File: src/rtl/narrowing_serializer.sv
// -----------------------------------------------------------------------------
// narrowing_serializer
//
// Purpose:
//   Takes one 32-bit word over a valid/ready handshake and sends it out on a
//   16-bit bus. Split mode (mode=0) sends two beats: the low half, then the
//   high half. Narrow mode (mode=1) sends only the low half. In narrow mode,
//   with NARROW_OVF_EN defined, the dropped upper half is also checked. It
//   must equal the sign extension (sel=1) or the zero extension (sel=0) of
//   the low half.
//
// Configuration macro:
//   NARROW_OVF_EN - when defined, builds the overflow compare and a
//                   saturating counter, and adds the ovf / ovf_cnt ports.
//
// Handshake rule (both sides):
//   A transfer happens on a rising edge where valid and ready are both high
//   and rst is low. A valid source holds its data stable until the transfer.
//
// Ports:
//   clk        in   clock, rising edge
//   rst        in   synchronous active-high reset
//   in_valid   in   word on a is offered
//   in_ready   out  block can accept a word (high only in IDLE)
//   a          in   32-bit input word
//   sel        in   overflow-check extension type: 1 = sign, 0 = zero
//   mode       in   0 = split (2 beats), 1 = narrow (1 beat)
//   out_valid  out  beat on out is valid
//   out_ready  in   consumer takes the beat
//   out        out  16-bit output half-word
//   last       out  current beat is the final beat of the word
//   ovf        out  narrow truncation loses information (NARROW_OVF_EN)
//   ovf_cnt    out  saturating count of overflowing narrow beats
//                   (NARROW_OVF_EN)
// -----------------------------------------------------------------------------
module narrowing_serializer (
   input  logic        clk,
   input  logic        rst,
   input  logic        in_valid,
   output logic        in_ready,
   input  logic [31:0] a,
   input  logic        sel,
   input  logic        mode,
   output logic        out_valid,
   input  logic        out_ready,
   output logic [15:0] out,
   output logic        last
`ifdef NARROW_OVF_EN
   ,
   output logic        ovf,
   output logic [7:0]  ovf_cnt
`endif
);

   typedef enum logic [1:0] {
      ST_IDLE = 2'd0,
      ST_LO   = 2'd1,
      ST_HI   = 2'd2
   } state_e;

   state_e      state_q;
   logic [31:0] word_q;
   logic        sel_q;
   logic        mode_q;
   logic        in_ready_q;
   logic        out_valid_q;
   logic        last_q;

   // Single FSM block. The handshake outputs are registered together with
   // the state, so in_ready never depends combinationally on out_ready.
   always_ff @(posedge clk) begin
      if (rst) begin
         state_q     <= ST_IDLE;
         word_q      <= 32'h0000_0000;
         sel_q       <= 1'b0;
         mode_q      <= 1'b0;
         in_ready_q  <= 1'b1;
         out_valid_q <= 1'b0;
         last_q      <= 1'b0;
      end else begin
         case (state_q)
            ST_IDLE: begin
               if (in_valid) begin
                  state_q     <= ST_LO;
                  word_q      <= a;
                  sel_q       <= sel;
                  mode_q      <= mode;
                  in_ready_q  <= 1'b0;
                  out_valid_q <= 1'b1;
                  last_q      <= mode;
               end
            end
            ST_LO: begin
               if (out_ready) begin
                  if (mode_q) begin
                     state_q     <= ST_IDLE;
                     in_ready_q  <= 1'b1;
                     out_valid_q <= 1'b0;
                     last_q      <= 1'b0;
                  end else begin
                     state_q <= ST_HI;
                     last_q  <= 1'b1;
                  end
               end
            end
            ST_HI: begin
               if (out_ready) begin
                  state_q     <= ST_IDLE;
                  in_ready_q  <= 1'b1;
                  out_valid_q <= 1'b0;
                  last_q      <= 1'b0;
               end
            end
            default: begin
               state_q     <= ST_IDLE;
               in_ready_q  <= 1'b1;
               out_valid_q <= 1'b0;
               last_q      <= 1'b0;
            end
         endcase
      end
   end

   assign in_ready  = in_ready_q;
   assign out_valid = out_valid_q;
   assign last      = last_q;

   // The half select is decoded from registered state only. It reads 0
   // whenever no beat is on the bus.
   always_comb begin
      out = 16'h0000;
      case (state_q)
         ST_LO:   out = word_q[15:0];
         ST_HI:   out = word_q[31:16];
         default: out = 16'h0000;
      endcase
   end

`ifdef NARROW_OVF_EN
   logic       ovf_hit;
   logic       ovf_take;
   logic [7:0] ovf_cnt_q;
   logic [7:0] ovf_cnt_d;

   // The upper half must be a pure extension of the low half. Otherwise
   // truncating the word loses information.
   always_comb begin
      ovf_hit = 1'b0;
      if ((state_q == ST_LO) && mode_q) begin
         if (sel_q) ovf_hit = (word_q[31:16] != {16{word_q[15]}});
         else       ovf_hit = (word_q[31:16] != 16'h0000);
      end
   end

   // Count only beats actually handed off, not stalled cycles.
   assign ovf_take = ovf_hit && out_ready;

   always_comb begin
      ovf_cnt_d = ovf_cnt_q;
      if (ovf_take && (ovf_cnt_q != 8'hFF)) ovf_cnt_d = ovf_cnt_q + 8'd1;
   end

   always_ff @(posedge clk) begin
      if (rst) ovf_cnt_q <= 8'h00;
      else     ovf_cnt_q <= ovf_cnt_d;
   end

   assign ovf     = ovf_hit;
   assign ovf_cnt = ovf_cnt_q;
`else
   // sel is still captured so the register map matches both builds. Without
   // the overflow check it has no consumer.
   logic unused_sel;
   assign unused_sel = sel_q;
`endif

endmodule
File: config.mk
export PLATFORM = sky130hd
export DESIGN_NAME = narrowing_serializer
export DESIGN_NICKNAME = d
export VERILOG_FILES = /design/src/rtl/narrowing_serializer.sv
export SDC_FILE = /design/constraint.sdc
export NUM_CORES = 1
export LEC_CHECK = 0
export ABC_CLOCK_PERIOD_IN_PS = 1800
export CAP_MARGIN = 20
export CORE_AREA = 2 2 64 66
export CTS_CLUSTER_SIZE = 12
export DETAILED_ROUTE_END_ITERATION = 6
export DIE_AREA = 0 0 66 68
export PLACE_DENSITY = 0.79
export SYNTH_ARGS = -nofsm -noshare
export SYNTH_HDL_FRONTEND = slang
export SYNTH_SLANG_ARGS = --single-unit
File: constraint.sdc
create_clock -name clk -period 1.8 [get_ports clk]
set_clock_uncertainty 0.1 [all_clocks]
set_input_delay 0.27 -clock clk [delete_from_list [all_inputs] [get_ports clk]]
set_output_delay 0.27 -clock clk [all_outputs]
set_load 0.05 [all_outputs]
* After elaboration in Yosys (flattened, before gate mapping)
Cells that the tools add are included.
** Storage, ports and cells
- Bits in registers :: 38
- Input port bits :: 38
- Output and inout port bits :: 19
- Word-level logic and storage cells :: 36
** Cells by class
- Eq/ne operators :: 6
- Multiplexer cells :: 20
- Reductions and logical operators :: 4
** Operators by type and width (count)
- 16-bit case mux with 2 select lines :: 1
- 1-bit 2-to-1 mux :: 11
- 1-bit case mux with 3 select lines :: 3
- 2-bit 2-to-1 mux :: 4
- 2-bit != test (second input constant) :: 4
- 2-bit case mux with 3 select lines :: 1
- 4-bit AND reduction :: 1
- 3-bit AND reduction :: 1
- 2-bit by 1-bit equality test with 1-bit output (second input constant) :: 1
- 2-bit equality test (second input constant) :: 1
- 2-bit zero test :: 1
- 2-bit AND reduction :: 1

* Logic depth before layout (Yosys ltp)
Gate-level depths: netlist (run 1).
- Depth after elaboration :: 3
- Depth in mapped cells :: 7
- Depth with buffers taken out :: 5

* Worst setup path after synthesis (run 1)
OpenSTA, ideal clock, no wires.
- Kind :: flip-flop to output port
- From :: reg state_q[0]
- To :: out out[11]
- Data arrival time :: 1.677 ns
- Required time :: 1.430 ns
- Slack :: -0.247 ns
- Cell stages (with the launch flop) :: 5
- Buffers on the path :: 1
- Cells stage by stage :: dfxtp_1 inv_1 ha_1 clkbuf_1 nor2b_1
** On the way
- Cells in the longest elaborated chain, start to end :: 2
- Elaborated cells between the ends (all ways) :: 3
- Those cells by class :: eq/ne (2); mux (1)
** RTL lines
- start, declared :: RTL line 61 : state_e state_q;
- start signal, assigned :: RTL line 73 : state_q <= ST_IDLE;
- start signal, assigned :: RTL line 84 : state_q <= ST_LO;
- start signal, assigned :: RTL line 96 : state_q <= ST_IDLE;
- 2-bit equality test or 2-bit by 1-bit equality test with 1-bit output (tied branches) :: RTL line 132 : case (state_q)
- 16-bit case mux with 2 select lines (*) :: RTL line 132
- end, declared :: RTL line 46 : output logic [15:0] out,
Every way passes the cells marked *; elsewhere a longest branch is shown, timed or not.

* Worst setup path after layout (run 1)
- From :: reg state_q[1]
- To :: out out[14]
Same word-level chain as after synthesis.

==> results of run 1 <==
==> how the worst max path moves through the flow <==
stage	slack, ns	cells past startpoint	end
final	-0.10	6	out[14]
after CTS	-0.05	6	out[14]
after global placement	0.15	5	out[8]
after global routing	-0.13	6	out[14]
after floorplan	0.004	4	out[11]
after detailed placement	0.11	6	in_ready
==> worst max-delay path, delay by kind of cell, from the launching register on <==
kind                       cells  cell delay (ns)
adders and majority gates      1             0.17
AOI/OAI and AO/OA              1             0.25
and+or+nand+nor                1             0.07
DFF                            1             0.38
buffers and inverters          3             0.36
==> routing by layer <==
| layer | routed length (microns) | vias up | global-route usage (%) |
|---|---|---|---|
| li1 | - | 814 | - |
| met1 | 1930 | 794 | 25.2 |
| met2 | 2600 | 61 | 39.3 |
| met3 | 214 | 13 | 5.10 |
| met4 | 167 | 0 | 9.44 |
| met5 | 0 | - | 0 |
==> per-stage QoR <==
step	power (W)	setup slack, ns	instances
4_1_cts	0.00269	-0.0519	319
3_5_place_dp	0.00186	0.107	309
3_3_place_gp	0.00184	0.152	309
5_1_grt	0.00286	-0.133	320
6_report	0.00274	-0.102	320
2_1_floorplan	0.00154	0.00361	212
==> flip-flops by register name (all words and copies together) (netlist names) <==
register / count
out_valid: 1
last: 1
mode_q: 1
state_q: 2
word_q: 32
in_ready: 1
==> cells in the mapped netlist, drive strengths merged <==
| library cell | n | area share (%) |
|---|---|---|
| nand2 | 68 | 15 |
| dfxtp | 38 | 46 |
| a21oi | 36 | 11 |
| nor2b | 19 | 7.1 |
| a22oi | 16 | 7.2 |
| buf | 13 | 4.0 |
| ha | 4 | 3.0 |
| clkbuf | 3 | 0.68 |
| nand2b | 3 | 1.1 |
| inv | 2 | 0.45 |
| mux2i | 2 | 1.2 |
| nor3 | 2 | 0.60 |
| a211oi | 1 | 0.45 |
| a21boi | 1 | 0.45 |
| and2 | 1 | 0.38 |
| nor2 | 1 | 0.23 |
| nor3b | 1 | 0.75 |
| o21bai | 1 | 0.45 |
==> report_power, final <==
| group | leakage (nW) | switching, W | internal, W |
|---|---|---|---|
| Clock | 0.0482 | 0.000310 | 0.000309 |
| Combinational | 0.656 | 0.000545 | 0.000545 |
| Sequential | 0.314 | 0.0000829 | 0.000950 |
| Total | 1.02 | 0.000937 | 0.00180 |
==> cell usage in the layout, fill, tap and decap left out, drive strengths merged, types with 3 or more instances in the layout <==
| cell | synthesis | final |
|---|---|---|
| nand2 | 68 | 68 |
| clkbuf | 3 | 7 |
| clkdlybuf4s50 | 0 | 36 |
| nand2b | 3 | 3 |
| buf | 13 | 30 |
| a21oi | 36 | 36 |
| dfxtp | 38 | 38 |
| a22oi | 16 | 16 |
| nor2b | 19 | 19 |
| ha | 4 | 4 |
==> final cells by class <==
class	count	area (sq um)	area share, %
multi-input cells	156	1060	37.1
repair buffers	66	862	30.1
flip-flops and latches	38	768	26.8
clock buffers	7	86.3	3.02
well taps	50	62.6	2.19
inverters	2	15.0	0.525
clock inverters	1	5.00	0.175
==> cell families after synthesis <==
kind of cell,count (synthesis)
flip-flops,38
AND/OR/NAND/NOR,95
buffers and inverters,18
AO/OA/AOI/OAI,55
multiplexers,2
adder cells (fa/ha/maj),4
==> repair_timing <==
action	CTS	global route
endpoints found under the setup margin	16	16
cloned	1	0
endpoints found under the hold margin	0	0
resized for setup	55	3
buffers inserted	1	1
pin swaps	16	3
==> impl_results.md, run 1 <==
- Combinational family with the most area after synthesis: simple AND/OR/NAND/NOR gates
- Final count of pins violating max slew: 0
- Top fanout value on the critical path: 10
- Post-synthesis adder-cell area fraction: 3.01%
- Htree depth: 2
- Layout Area Growth over Synthesis: 72.0%
- Post-detailed-routing wire length: slightly below 5000 microns
- Endpoint arrival time on the critical path: ~1.5 ns
- Total negative slack for setup checks: -0.799 ns
- Effective utilization at floorplan: between 40% and 50%
- Class of the worst hold path: flop to flop
- Die ar.: roughly 4500 sq um
- Worst setup path category: flop to output pin
- Total DRC errors in the routed layout: 0
- Number of maximum-capacitance constraint violations: 0
- Via count: 1682
- # port buffers: 55
- Cell Rows: 23
- Post-Synthesis Cells: 212
- CP max stage delay: 0.38 ns
- Power density of the placed cells: 958 nW/um^2
- Clock latency on the worst-skew pair: about 0.30 ns
- CP Launch Point: state_q[1]
- Vias in the first global route: between 1500 and 2000
- Clock root buffer: clkbuf_8
- Mapped Nets: between 200 and 300
- Remaining max-slew budget at the tightest pin: approximately four fifths
- Leakage Power: between 1 and 1.5 nW
- CTS Buffer Depth: 2
- R2r worst-path depth: 7
- Reg-to-Reg End: in_ready
- Final count of hold timing violations: 0
- Synthesized cell area: between 1500 and 2000 sq um
- Design Area, Final: about 2900 sq um
- Filler Cells Inserted: between 200 and 300
- Number of buffers added by the clock tree synthesis step: 5
- Die X-Extent: ~66 microns
- Hold-fix buffer count after cts: 0
- Cell occurring most often along the worst timing path: buf_12
- # setup viols final: 16
- Area share of and/or/nand/nor cells after synthesis: 25.6%
- Clock tree from TritonCTS: yes
- ANT cells: 0
- Clock transition time at the flip-flop clock pins of the worst setup and hold paths: 0.07 ns
- Setup crit start kind: flop
- Max Clock Freq: 526 MHz
- Actual slew at the worst max-slew pin: around 0.31 ns
- Worst setup EP type: output pin
- Clock sink total: 38
- Critical path, cell by cell: inv_4 > ha_4 > buf_12 > a22oi_2 > nor2b_4 > buf_12
- Maximum number of pins on one net before global-route repair: 40
- Data required time at the worst endpoint: approximately 1.4 ns
- Xor/xnor cell area share of the yosys netlist: 0%
- DRC violation total after the first TritonRoute iteration: around 140
- Floorplan die height: roughly 70 microns
- Worst ir drop on vdd: 0.488 mV
- Register-to-register setup slack: roughly 0.060 ns
- First drt pass iteration count: 4
- Violated checks: setup timing
- RSZ-0062 raised after global routing: true
- Terminating pin of the worst hold path: word_q[27]
- Initial antenna violation count: 0
- Final WS setup: -0.102 ns
- Sequential cell area fraction in the yosys report: a little under half
- Mean number of vias per cell: roughly 5.3
- Ratio of cells with drive above 1 in the final layout: 28.5%
- Number of distinct library cells after synthesis: 20
- Remaining global-route overflow: 0
- Synth Warn #: 0
- Result of the run: finished, violations left
- Worst hold slack: 0.366 ns
- FF-to-FF Start: state_q[0]
- Final-stage net count: 311
- Final estimated routing congestion in global placement: approximately 0.79
- Critical Path Slowest Stage Cell: dfxtp_4
- I/O pin count: 57
- Multiplexer share of the synthesized area: around 1.2%
- Average detailed-routed wire length per instance: 15.4 microns
- Fin crit period: approximately 1.9 ns
- Instance area after placement: 2490 sq um
- Total of flip-flops plus latches after synthesis: 38
- DP HPWL: 2810 microns
- Core region area: 3860 sq um
- Core utilization of the finished layout: 74.2%
- Detail Route Antenna Nets: 0
- Ratio of final minimum period to clock period: 106%
- Hold Path Cell Cnt: 2
- Global-route wire length before repair: 7210 microns
- Average instance area after synthesis: 7.85 sq um
- Worst min-delay path startpoint: word_q[27]
- Total global routing track utilization: approximately 22%
- Complex-gate fraction of the synthesized area: 19.4%
Note: power is estimated with default switching activity, not from simulation.
==> run 2, diff against run 1 <==
--- a/config.mk
+++ b/config.mk
@@ -5,12 +5,12 @@
 export SDC_FILE = /design/constraint.sdc
 export NUM_CORES = 1
 export LEC_CHECK = 0
-export ABC_CLOCK_PERIOD_IN_PS = 1800
 export CAP_MARGIN = 20
 export CORE_AREA = 2 2 64 66
 export CTS_CLUSTER_SIZE = 12
 export DETAILED_ROUTE_END_ITERATION = 6
 export DIE_AREA = 0 0 66 68
+export HOLD_SLACK_MARGIN = 0.03
 export PLACE_DENSITY = 0.79
 export SYNTH_ARGS = -nofsm -noshare
 export SYNTH_HDL_FRONTEND = slang
==> results of run 2 <==
The final DEF is identical to that of run 1; final timing and power are the same.
==> run 3, diff against run 2 <==
--- a/config.mk
+++ b/config.mk
@@ -7,6 +7,7 @@
 export LEC_CHECK = 0
 export CAP_MARGIN = 20
 export CORE_AREA = 2 2 64 66
+export CTS_CLUSTER_DIAMETER = 200
 export CTS_CLUSTER_SIZE = 12
 export DETAILED_ROUTE_END_ITERATION = 6
 export DIE_AREA = 0 0 66 68
==> results of run 3 <==
The final DEF is identical to that of run 1; final timing and power are the same.
